[src/rtl/ssd_pkg.sv]
// Shared types and constants for the four-digit seven-segment scanner.
// Holds FSM encoding, widths, segment patterns and the double-dabble adjust.
package ssd_pkg;

    localparam int DIGITS = 4;
    localparam int BIN_W  = 13;
    localparam int BCD_W  = 4 * DIGITS;

    typedef enum logic [1:0] {
        S_IDLE    = 2'd0,
        S_CONVERT = 2'd1,
        S_UPDATE  = 2'd2
    } state_t;

    // Segment order is {g,f,e,d,c,b,a}, active-low
    localparam logic [6:0] SEG_BLANK = 7'b1111111;
    localparam logic [6:0] SEG_0     = 7'b1000000;
    localparam logic [6:0] SEG_1     = 7'b1111001;
    localparam logic [6:0] SEG_2     = 7'b0100100;
    localparam logic [6:0] SEG_3     = 7'b0110000;
    localparam logic [6:0] SEG_4     = 7'b0011001;
    localparam logic [6:0] SEG_5     = 7'b0010010;
    localparam logic [6:0] SEG_6     = 7'b0000010;
    localparam logic [6:0] SEG_7     = 7'b1111000;
    localparam logic [6:0] SEG_8     = 7'b0000000;
    localparam logic [6:0] SEG_9     = 7'b0010000;

    function automatic logic [BCD_W-1:0] dd_adjust(input logic [BCD_W-1:0] bcd);
        logic [BCD_W-1:0] res;
        res = bcd;
        for (int i = 0; i < DIGITS; i++) begin
            if (bcd[4*i +: 4] >= 4'd5)
                res[4*i +: 4] = bcd[4*i +: 4] + 4'd3;
        end
        return res;
    endfunction

endpackage

[src/rtl/seg7_decode.sv]
// Combinational BCD nibble to active-low seven-segment pattern.
// Non-decimal nibbles render blank.
import ssd_pkg::*;

module seg7_decode (
    input  logic [3:0] i_nib,
    output logic [6:0] o_seg
);

    always_comb begin
        o_seg = SEG_BLANK;
        case (i_nib)
            4'd0:    o_seg = SEG_0;
            4'd1:    o_seg = SEG_1;
            4'd2:    o_seg = SEG_2;
            4'd3:    o_seg = SEG_3;
            4'd4:    o_seg = SEG_4;
            4'd5:    o_seg = SEG_5;
            4'd6:    o_seg = SEG_6;
            4'd7:    o_seg = SEG_7;
            4'd8:    o_seg = SEG_8;
            4'd9:    o_seg = SEG_9;
            default: o_seg = SEG_BLANK;
        endcase
    end

endmodule

[src/rtl/ssd_scanner.sv]
// Binary-to-BCD converter feeding a multiplexed 4-digit LED display.
// Define SSD_LEADING_BLANK_EN to blank zeros above the top nonzero digit.
import ssd_pkg::*;

module ssd_scanner #(
    parameter int REFRESH_DIV = 100000
) (
    input  logic             clk,
    input  logic             rst,
    input  logic [BIN_W-1:0] num_in,
    input  logic             load,
    output logic             busy,
    output logic [3:0]       anode,
    output logic [6:0]       cathode
);

    localparam int CNT_W = (REFRESH_DIV > 2) ? $clog2(REFRESH_DIV) : 1;
    localparam logic [CNT_W-1:0] CNT_MAX = CNT_W'(REFRESH_DIV - 1);

    state_t           r_state;
    state_t           w_state_nxt;
    logic [BIN_W-1:0] r_bin;
    logic [BCD_W-1:0] r_bcd;
    logic [BCD_W-1:0] w_adj;
    logic [BCD_W-1:0] r_disp;
    logic [3:0]       r_step;
    logic [CNT_W-1:0] r_cnt;
    logic [1:0]       r_idx;
    logic             r_on;
    logic [3:0]       w_nib;
    logic [6:0]       w_seg;
    logic             w_lead;

    always_ff @(posedge clk or negedge rst) begin
        if (!rst) r_state <= S_IDLE;
        else      r_state <= w_state_nxt;
    end

    always_comb begin
        w_state_nxt = r_state;
        case (r_state)
            S_IDLE:    if (load) w_state_nxt = S_CONVERT;
            S_CONVERT: if (r_step == 4'd12) w_state_nxt = S_UPDATE;
            S_UPDATE:  w_state_nxt = S_IDLE;
            default:   w_state_nxt = S_IDLE;
        endcase
    end

    assign busy  = (r_state != S_IDLE);
    assign w_adj = dd_adjust(r_bcd);

    always_ff @(posedge clk or negedge rst) begin
        if (!rst) begin
            r_bin  <= '0;
            r_bcd  <= '0;
            r_step <= '0;
            r_disp <= '0;
        end else begin
            case (r_state)
                S_IDLE: if (load) begin
                    r_bin  <= num_in;
                    r_bcd  <= '0;
                    r_step <= '0;
                end
                S_CONVERT: begin
                    {r_bcd, r_bin} <= {w_adj[BCD_W-2:0], r_bin, 1'b0};
                    r_step         <= r_step + 4'd1;
                end
                S_UPDATE: r_disp <= r_bcd;
                default: ;
            endcase
        end
    end

    // Scan runs free of the FSM; r_on keeps outputs dark until the first edge
    always_ff @(posedge clk or negedge rst) begin
        if (!rst) begin
            r_cnt <= '0;
            r_idx <= '0;
            r_on  <= 1'b0;
        end else begin
            r_on <= 1'b1;
            if (r_cnt == CNT_MAX) begin
                r_cnt <= '0;
                r_idx <= r_idx + 2'd1;
            end else begin
                r_cnt <= r_cnt + 1'b1;
            end
        end
    end

    assign w_nib = r_disp[{r_idx, 2'b00} +: 4];

`ifdef SSD_LEADING_BLANK_EN
    assign w_lead = (r_idx != 2'd0) && ((r_disp >> {r_idx, 2'b00}) == '0);
`else
    assign w_lead = 1'b0;
`endif

    seg7_decode u_dec (
        .i_nib (w_nib),
        .o_seg (w_seg)
    );

    assign anode   = r_on ? ~(4'b0001 << r_idx) : 4'b1111;
    assign cathode = (r_on && !w_lead) ? w_seg : SEG_BLANK;

endmodule

[config.mk]
export PLATFORM = sky130hd
export DESIGN_NAME = ssd_scanner
export DESIGN_NICKNAME = d
export VERILOG_FILES = /design/src/rtl/ssd_pkg.sv /design/src/rtl/seg7_decode.sv /design/src/rtl/ssd_scanner.sv
export SDC_FILE = /design/constraint.sdc
export NUM_CORES = 1
export LEC_CHECK = 0
export ABC_AREA = 1
export CAP_MARGIN = 20
export CORE_AREA = 2 2 81 83
export CTS_CLUSTER_SIZE = 14
export DETAILED_ROUTE_END_ITERATION = 8
export DIE_AREA = 0 0 83 85
export HOLD_SLACK_MARGIN = 0.02
export MAX_ROUTING_LAYER = met4
export PLACE_DENSITY_LB_ADDON = 0.12
export SLEW_MARGIN = 0
export SYNTH_ARGS = -nofsm -noshare
export SYNTH_HDL_FRONTEND = slang
export SYNTH_SLANG_ARGS = --single-unit
[constraint.sdc]
create_clock -name clk -period 4.2 [get_ports clk]
set_clock_uncertainty 0.05 [all_clocks]
set_input_delay 0.63 -clock clk [delete_from_list [all_inputs] [get_ports clk]]
set_output_delay 0.63 -clock clk [all_outputs]
set_load 0.1 [all_outputs]
After elaboration in Yosys (flattened, before gate mapping)
Memories as Yosys holds them, arrays and structs flattened.
Cells that the tools add are included.
{"block": "word_totals", "mem_count": 1, "regBits": 71, "rom_bits": 112}
{"name": "(no name shown)", "depth": 16, "width": 7, "read_ports": 1, "rd_ports_with_merged_regs": 0, "wr": 0, "line_no": "seg7_decode.sv:12", "rtl": "case (i_nib)"}
{"block": "op_classes", "bitwise_logic": 1, "n_addsub": 7, "order_cmp": 4, "eq_ne": 6, "mux": 16, "shift": 2, "reduce_logical": 5}
{"operator": "one-hot mux 16 bit (2 select lines)", "n": 1}
{"operator": "one-hot mux 13 bit (2 select lines)", "n": 1}
{"operator": "two-way mux 4 bit", "n": 5}
{"operator": "adder 17 x 1 -> 17 bit (second input constant)", "n": 1}
{"operator": "equality test 17 bit (second input constant)", "n": 1}
{"operator": "two-way mux 17 bit", "n": 1}
{"operator": "greater-or-equal comparator 4 x 3 -> 1 bit (second input constant)", "n": 4}
{"operator": "two-way mux 16 bit", "n": 1}
{"operator": "variable part select 16 x 5 -> 4 bit", "n": 1}
{"operator": "two-way mux 13 bit", "n": 1}
{"operator": "adder 4 x 2 -> 4 bit (second input constant)", "n": 3}
{"operator": "one-hot mux 4 bit (2 select lines)", "n": 1}
{"operator": "two-way mux 7 bit", "n": 1}
{"operator": "adder 4 x 1 -> 4 bit (second input constant)", "n": 1}
{"operator": "equality test 4 bit (second input constant)", "n": 1}
{"operator": "two-way mux 2 bit", "n": 2}
{"operator": "!= test 2 bit (second input constant)", "n": 2}
{"operator": "inverter 4 bit", "n": 1}
{"operator": "one-hot mux 2 bit (2 select lines)", "n": 1}
{"operator": "AND reduction 2 bit", "n": 2}
{"operator": "nonzero test 2 bit", "n": 2}
{"operator": "<< shifter 1 x 2 -> 4 bit (first input constant)", "n": 1}
{"operator": "adder 3 x 2 -> 3 bit (second input constant)", "n": 1}
{"operator": "two-way mux 3 bit", "n": 1}
{"operator": "4 further kinds", "n": 4}

Longest topological paths before layout
Gate-level depths: netlist of run 1.
{"block": "logic_depth", "depth_word": 3, "depth_mapped": 11, "mapped_depth_nobuf": 10}

Modules after synthesis
From an unflattened synthesis of run 1, not the netlist that was laid out.
{"block": "unflattened", "hier_cells": 500, "area_unflattened_um2": 3891.2}
{"module": "ssd_scanner", "seq_area_each_um2": 1776.7, "area_each_um2": 3703.6, "instances": 1, "cells_each": 465}
{"module": "seg7_decode", "seq_area_each_um2": 0.0, "area_each_um2": 187.7, "instances": 1, "cells_each": 35}

Worst setup path before layout of run 1
Ideal clock, no wire load.
{"block": "synth_timing", "path_type": "reg2out", "from": "reg r_idx[0]", "to": "out cathode[3]", "t_arrival_ns": 1.932, "stages_incl_launch_ff": 10, "slack_ns": 1.588, "n_path_buf": 1, "cell_sequence": "dfrtp_1 buf_6 inv_6 nand2_1 nand3_1 nand2_2 ha_1 nand3_1 nand3_1 nand2_1"}
{"block": "synth_via", "elab_chain_cells": 3}
{"element": "from (decl)", "line_no": "ssd_scanner.sv:28", "rtl": "logic [1:0] r_idx;"}
{"element": "from (signal assigned)", "line_no": "ssd_scanner.sv:85", "rtl": "r_idx <= r_idx + 2'd1;"}
{"element": "variable part select 16 x 5 -> 4 bit", "line_no": "ssd_scanner.sv:92", "rtl": "assign w_nib = r_disp[{r_idx, 2'b00} +: 4];"}
{"element": "memory (16 x 7 bit)"}
{"element": "two-way mux 7 bit", "line_no": "ssd_scanner.sv:106", "rtl": "assign cathode = (r_on && !w_lead) ? w_seg : SEG_BLANK;"}
{"element": "to (decl)", "line_no": "ssd_scanner.sv:14", "rtl": "output logic [6:0] cathode"}
Every way passes these cells.

Worst setup path after layout of run 1
{"block": "layout_timing", "from": "reg r_idx[0]", "to": "out anode[0]"}
{"block": "layout_via", "elab_chain_cells": 3}
{"element": "<< shifter 1 x 2 -> 4 bit", "line_no": "ssd_scanner.sv:105", "rtl": "assign anode = r_on ? ~(4'b0001 << r_idx) : 4'b1111;"}
{"element": "inverter 4 bit", "line_no": "ssd_scanner.sv:105"}
{"element": "two-way mux 4 bit", "line_no": "ssd_scanner.sv:105"}
{"element": "to (decl)", "line_no": "ssd_scanner.sv:13", "rtl": "output logic [3:0] anode,"}
Every way passes these cells.

==> results.toml, run 1 <==
[detailed_routing]
drt_first_pass_iters = 4
wirelength_um = 6738
antenna_left = 0
vias = 2960
viasPerCell = 5.184
drtIter0Drc = 167
post-route-drc-count = 0
routedWlPerCell_um = 11.80

[clocking]
hold_buffers = 0
post-cts-setup-buffers = 0
cts_buffer_depth = 2
root_buffer = "clkbuf_8"
cts_sinks = 71
cts_buffers = 9
cts.htree.levels = 3
cts_tree = "done"
path_clk_slew_ns = 0.07
cts_resized = 0
clk_latency_ns = 0.34

[cells_and_area]
drive_gt1_share_pct = 8.097
antenna_cells = 0
n_fill_cell = 527
area_delta_synth_final_pct = 12.01
stdcell_area_um2 = 4212
layout_commonest_cell = "nand2_1"
nets = 525
final_cell_mix = "114 x nand2_1, 71 x dfrtp_1, 64 x inv_1, 38 x o21ai_0, 33 x nor2_1"

[logic_synthesis]
syn-num-nets = 497
synth_ff_type = "dfrtp_1"
ys.warnings.count = 0
synth_top_area_share_pct = 47.25
synth_area_leaders = "dfrtp_1 47%, nand2_1 11%, ha_1 6.7%, inv_1 6.4%, o21ai_0 5.1%"
synthDistinctLibCells = 32
synth_largest_area_cell = "dfrtp_1"
synth_area_um2 = 3760
syn-mean-instance-area_um2 = 8.156
async_reset_ff_share_pct = 100.0
synth.yosys.seq_area_share_pct = 47.25
synth-edff-count = 0
syn_inst = 461
ys_ff_latch = 71

[flow_run]
drv_cap = 0

[timing]
finalWorstSetupSlack_ns = 1.084
drv_slew = 0
max_freq_ghz = 0.3210
slew_headroom_pct = 35.57
hold_violations = 0
rsz0062_at_grt = "false"
final.setup.tns_ns = 0
period_needed_ns = 3.116
tightest_slew_ns = 0.9635
setup_viol = 0
fin_crit_sh_pct = 74.18

[setup_path]
critPathMaxFanout = 12
cp.required_ns = 3.52
cp-end-kind = "primary output"
crit_type = "flip-flop to primary output"
worstSetupStartpointType = "flip-flop"
critical_path_arrival_ns = 2.44
rr_worst_depth = 6

[floorplan]
chipWidth_um = 83
fp.dieH_um = 85
core-area_um2 = 6205
fp-row-count = 29
start_util_pct = 60.60
ioPinCount = 28
die_area_um2 = 7055

[placed_design]
dpl_cell_area_um2 = 4054
routabilityCongestion = 0.9084
hpwl_um = 4878
port_buffers = 27
place_ws_ns = 1.429

[min_path]
hp-class = "input port to asynchronous set/reset pin"

[status]
status = "complete, no violations"

[global_routing]
grt_max_degree = 50
overflow = 0
grtUsageTotal_pct = 21.59
grt_pass1_wl_um = 12160
grt_antenna_before_repair = 0
grt_pass1_vias = 2837

[pwr]
p_total_mw = 2.665
peakVddDrop_uv = 651.5
power_per_cell_area_nw_per_um2 = 632.7
p_leak_nw = 2.127
registers in the layout (all words and copies together) (netlist names):
name / cells
r_bcd: 16
r_bin: 13
r_cnt: 17
r_disp: 16
r_idx: 2
r_on: 1
r_state: 2
r_step: 4
layout make-up:
type                    instances  area [um^2]  area share (%)
inverters                      69        265.3           6.298
repair buffers                 28        255.2           6.061
flip-flops and latches         71         1777           42.19
clock inverters                 4        22.52          0.5348
clock buffers                  12        135.1           3.209
multi-input cells             310         1660           39.42
well taps                      77        96.34           2.288
power breakdown:
part / switching (mW) / leakage [nW] / internal (mW)
clock network: 0.235 / 0.0801 / 0.212
registers: 0.141 / 0.886 / 0.910
logic: 0.791 / 1.16 / 0.375
synthesized netlist by cell type (2+ instances only):
master / count
a21oi_1: 18
buf_2: 4
clkbuf_1: 4
dfrtp_1: 71
ha_1: 20
inv_1: 64
inv_2: 3
nand2_1: 114
nand2_2: 3
nand2_4: 2
nand3_1: 32
nand3_4: 2
nand3b_1: 2
nand4_1: 3
nor2_1: 33
nor2_2: 3
o21ai_0: 38
o21ai_1: 2
o21bai_1: 2
o22ai_1: 21
xor2_1: 9
critical path, cell delays in order, from the launching register on:
cell	delay, ns
dfrtp_1	0.61
inv_6	0.09
ha_1	0.22
nand2_1	0.06
clkdlybuf4s50_1	1.12
per-stage QoR:
stage	utilization, %	hold WS [ns]	cells
after floorplan	-	0.2844	461
after global placement	65.34	0.3993	555
after detailed placement	65.34	0.4129	555
after CTS	67.88	0.2173	571
after global routing	67.88	0.2441	571
final	67.88	0.2014	571
logic make-up after synthesis:
kind of cell / count (synthesis) / synth area share, %
AND/OR/NAND/NOR: 197 / 23.06
other: 1 / 0.09974
flip-flops: 71 / 47.25
buffers and inverters: 80 / 8.585
AO/OA/AOI/OAI: 83 / 12.25
XOR/XNOR: 9 / 2.097
adder cells (fa/ha/maj): 20 / 6.656
worst paths after layout:
kind / from / end / slack [ns]
min: rst / r_cnt[6]$_DFF_PN0_ / 0.20
min reg2reg: r_cnt[0]$_DFF_PN0_ / r_cnt[0]$_DFF_PN0_ / 0.42
max: r_idx[0]$_DFFE_PN0N_ / anode[0] / 1.08
min in group clk: r_cnt[0]$_DFF_PN0_ / r_cnt[0]$_DFF_PN0_ / 0.42
max in group asynchronous: rst / r_step[0]$_DFFE_PN0P_ / 2.90
max reg2reg: r_state[1]$_DFFE_PN0P_ / r_step[3]$_DFFE_PN0P_ / 1.83
per-layer routing:
layer	GRT usage, %	part of all wire, %	vias to the layer above
met5	-	0	-
met2	34.53	45	44
li1	-	-	1531
met3	4.864	3.7	8
met4	6.855	1.0	0
met1	27.65	50	1377
Power figures use the tool's default switching activity.
==> inputs of run 2 (changes only) <==
--- a/config.mk
+++ b/config.mk
@@ -7,10 +7,10 @@
 export LEC_CHECK = 0
 export ABC_AREA = 1
 export CAP_MARGIN = 20
-export CORE_AREA = 2 2 81 83
+export CORE_AREA = 2 2 88 90
 export CTS_CLUSTER_SIZE = 14
 export DETAILED_ROUTE_END_ITERATION = 8
-export DIE_AREA = 0 0 83 85
+export DIE_AREA = 0 0 90 92
 export HOLD_SLACK_MARGIN = 0.02
 export MAX_ROUTING_LAYER = met4
 export PLACE_DENSITY_LB_ADDON = 0.12
==> constraint.sdc (replaced) <==
create_clock -name clk -period 2.7 [get_ports clk]
set_clock_uncertainty 0.05 [all_clocks]
set_input_delay 0.405 -clock clk [delete_from_list [all_inputs] [get_ports clk]]
set_output_delay 0.405 -clock clk [all_outputs]
set_load 0.1 [all_outputs]
==> run 2 against run 1 <==
- critical path depth grew 5
- non-clock buffer count is 2 higher
- sequential power is 56% higher
- die area is 17% higher
- global-route usage shrank 2.4 points
- clock power grew to 2.5 times the previous value
- worst hold slack got worse by 0.19 ns
- first-iteration DRC count decreased by 7.2%
- utilization shrank 8.0 points
- flip-flop and latch count unchanged
- critical endpoint is now cathode[6]
- largest power group unchanged
==> results.toml, run 2 (synthesized netlist as in run 1, its figures left out) <==
[setup_path]
critPathMaxFanout = 8
rr_worst_depth = 3
critical_path_arrival_ns = 2.02
crit_path_max_incr_delay_ns = 0.49
worstSetupStartpointType = "flip-flop"
path_cells = "inv_2 > nand3_1 > nand2_2 > inv_1 > ha_1 > nand3b_1 > nand3_1 > nand2_1 > buf_12"
cp-end-kind = "primary output"
cpMaxStageDelayCell = "dfrtp_2"
cp.required_ns = 2.25
crit_type = "flip-flop to primary output"
cp_common_cell = "nand3_1"

[timing]
final.setup.tns_ns = 0
finalWorstSetupSlack_ns = 0.2235
fin_crit_sh_pct = 91.72
tightest_slew_ns = 0.8614
hold_violations = 0
hold_ws_ns = 0.01444
drv_slew = 0
rsz0062_at_grt = "false"
period_needed_ns = 2.476
slew_headroom_pct = 42.44
setup_viol = 0
max_freq_ghz = 0.4038

[cells_and_area]
final_cell_mix = "114 x nand2_1, 69 x dfrtp_1, 64 x inv_1, 38 x o21ai_0, 33 x nor2_1"
stdcell_area_um2 = 4461
area_delta_synth_final_pct = 18.64
top_register = "r_cnt"
utilization_pct = 59.90
largest_reg_flops = 17
drive_gt1_share_pct = 10.28
antenna_cells = 0
reg.largest.list = "r_cnt x17, r_bcd x16, r_disp x16"
nets = 527
layout_commonest_cell = "nand2_1"

[global_routing]
grt_antenna_before_repair = 0
overflow = 0
grt_max_degree = 72
grt_pass1_vias = 2879
grtUsageTotal_pct = 19.16
grt_pass1_wl_um = 12640

[clocking]
cts.htree.levels = 3
cts_sinks = 71
clk_latency_ns = 0.34
post-cts-setup-buffers = 0
cts_buffers = 9
cts_tree = "done"
path_clk_slew_ns = 0.07
root_buffer = "clkbuf_8"
cts_buffer_depth = 2

[detailed_routing]
drtIter0Drc = 155
antenna_left = 0
wirelength_um = 6892
vias = 2987
drt_first_pass_iters = 4
routedWlPerCell_um = 11.53
viasPerCell = 4.995
post-route-drc-count = 0

[floorplan]
start_util_pct = 50.49
die_area_um2 = 8280
chipWidth_um = 90
core-area_um2 = 7447
fp-row-count = 32
ioPinCount = 28
fp.dieH_um = 92

[placed_design]
hpwl_um = 4958
port_buffers = 27
place_ws_ns = 0.4650
routabilityCongestion = 0.8689
dpl_cell_area_um2 = 4188

[status]
status = "complete, no violations"

[flow_run]
drv_cap = 0

[min_path]
hp-class = "input port to asynchronous set/reset pin"

[pwr]
p_leak_nw = 2.227
peakVddDrop_uv = 659.6
power_per_cell_area_nw_per_um2 = 1051
run 2: metal layers:
metal  GRT usage [%]  up-vias  part of all wire (%)
li1                -     1537                     -
met1           24.18     1397                    51
met2           30.64       45                    45
met3           4.519        8                   3.1
met4           6.538        0                   1.5
met5               -        -                     0
run 2: what timing repair did:
action	CTS	global route
gates resized for setup	0	2
hold buffers	0	0
endpoints found under the setup margin	0	5
run 2: worst paths after layout:
| path | from | to | slack, ns |
|---|---|---|---|
| min | rst | r_cnt[4]$_DFF_PN0_ | 0.01 |
| min reg2reg | r_cnt[0]$_DFF_PN0_ | r_cnt[0]$_DFF_PN0_ | 0.41 |
| min in group clk | r_cnt[0]$_DFF_PN0_ | r_cnt[0]$_DFF_PN0_ | 0.41 |
| max | r_idx[1]$_DFFE_PN0N_ | cathode[6] | 0.22 |
| max in group asynchronous | rst | r_idx[0]$_DFFE_PN0N_ | 2.26 |
| max reg2reg | r_state[0]$_DFFE_PN0P_ | r_disp[1]$_DFFE_PN0N_ | 1.14 |
run 2: cell type report:
type,instances,area (um^2)
Fill cell,701,2987
Tap cell,102,127.6
Inverter,69,265.3
Sequential cell,71,1779
Multi-Input combinational cell,310,1660
Timing Repair Buffer,30,357.8
Clock inverter,5,128.9
Clock buffer,11,141.4
run 2: worst max-delay path, delay by kind of cell, from the launching register on:
kind                       cells  cell delay (ns)
adders and majority gates      1             0.19
DFF                            1             0.49
and+or+nand+nor                5             0.57
buffers and inverters          3             0.43
run 2: report_power, final:
part           internal [mW]  total (mW)  switching (mW)
Clock                  0.735        1.12           0.387
Sequential              1.41        1.64           0.224
Combinational          0.693        1.93            1.24
run 2: through the flow:
| stage | power, mW | std cells |
|---|---|---|
| detailed placement | 3.602 | 582 |
| floorplan | 3.073 | 461 |
| global placement | 3.549 | 582 |
| CTS | 4.740 | 598 |
| global route | 5.082 | 598 |
| finish | 4.688 | 598 |
==> inputs of run 3 (changes only) <==
--- a/config.mk
+++ b/config.mk
@@ -14,6 +14,7 @@
 export HOLD_SLACK_MARGIN = 0.02
 export MAX_ROUTING_LAYER = met4
 export PLACE_DENSITY_LB_ADDON = 0.12
+export SKIP_LAST_GASP = 1
 export SLEW_MARGIN = 0
 export SYNTH_ARGS = -nofsm -noshare
 export SYNTH_HDL_FRONTEND = slang
==> results of run 3 <==
The final DEF is identical to that of run 2; final timing and power are the same.
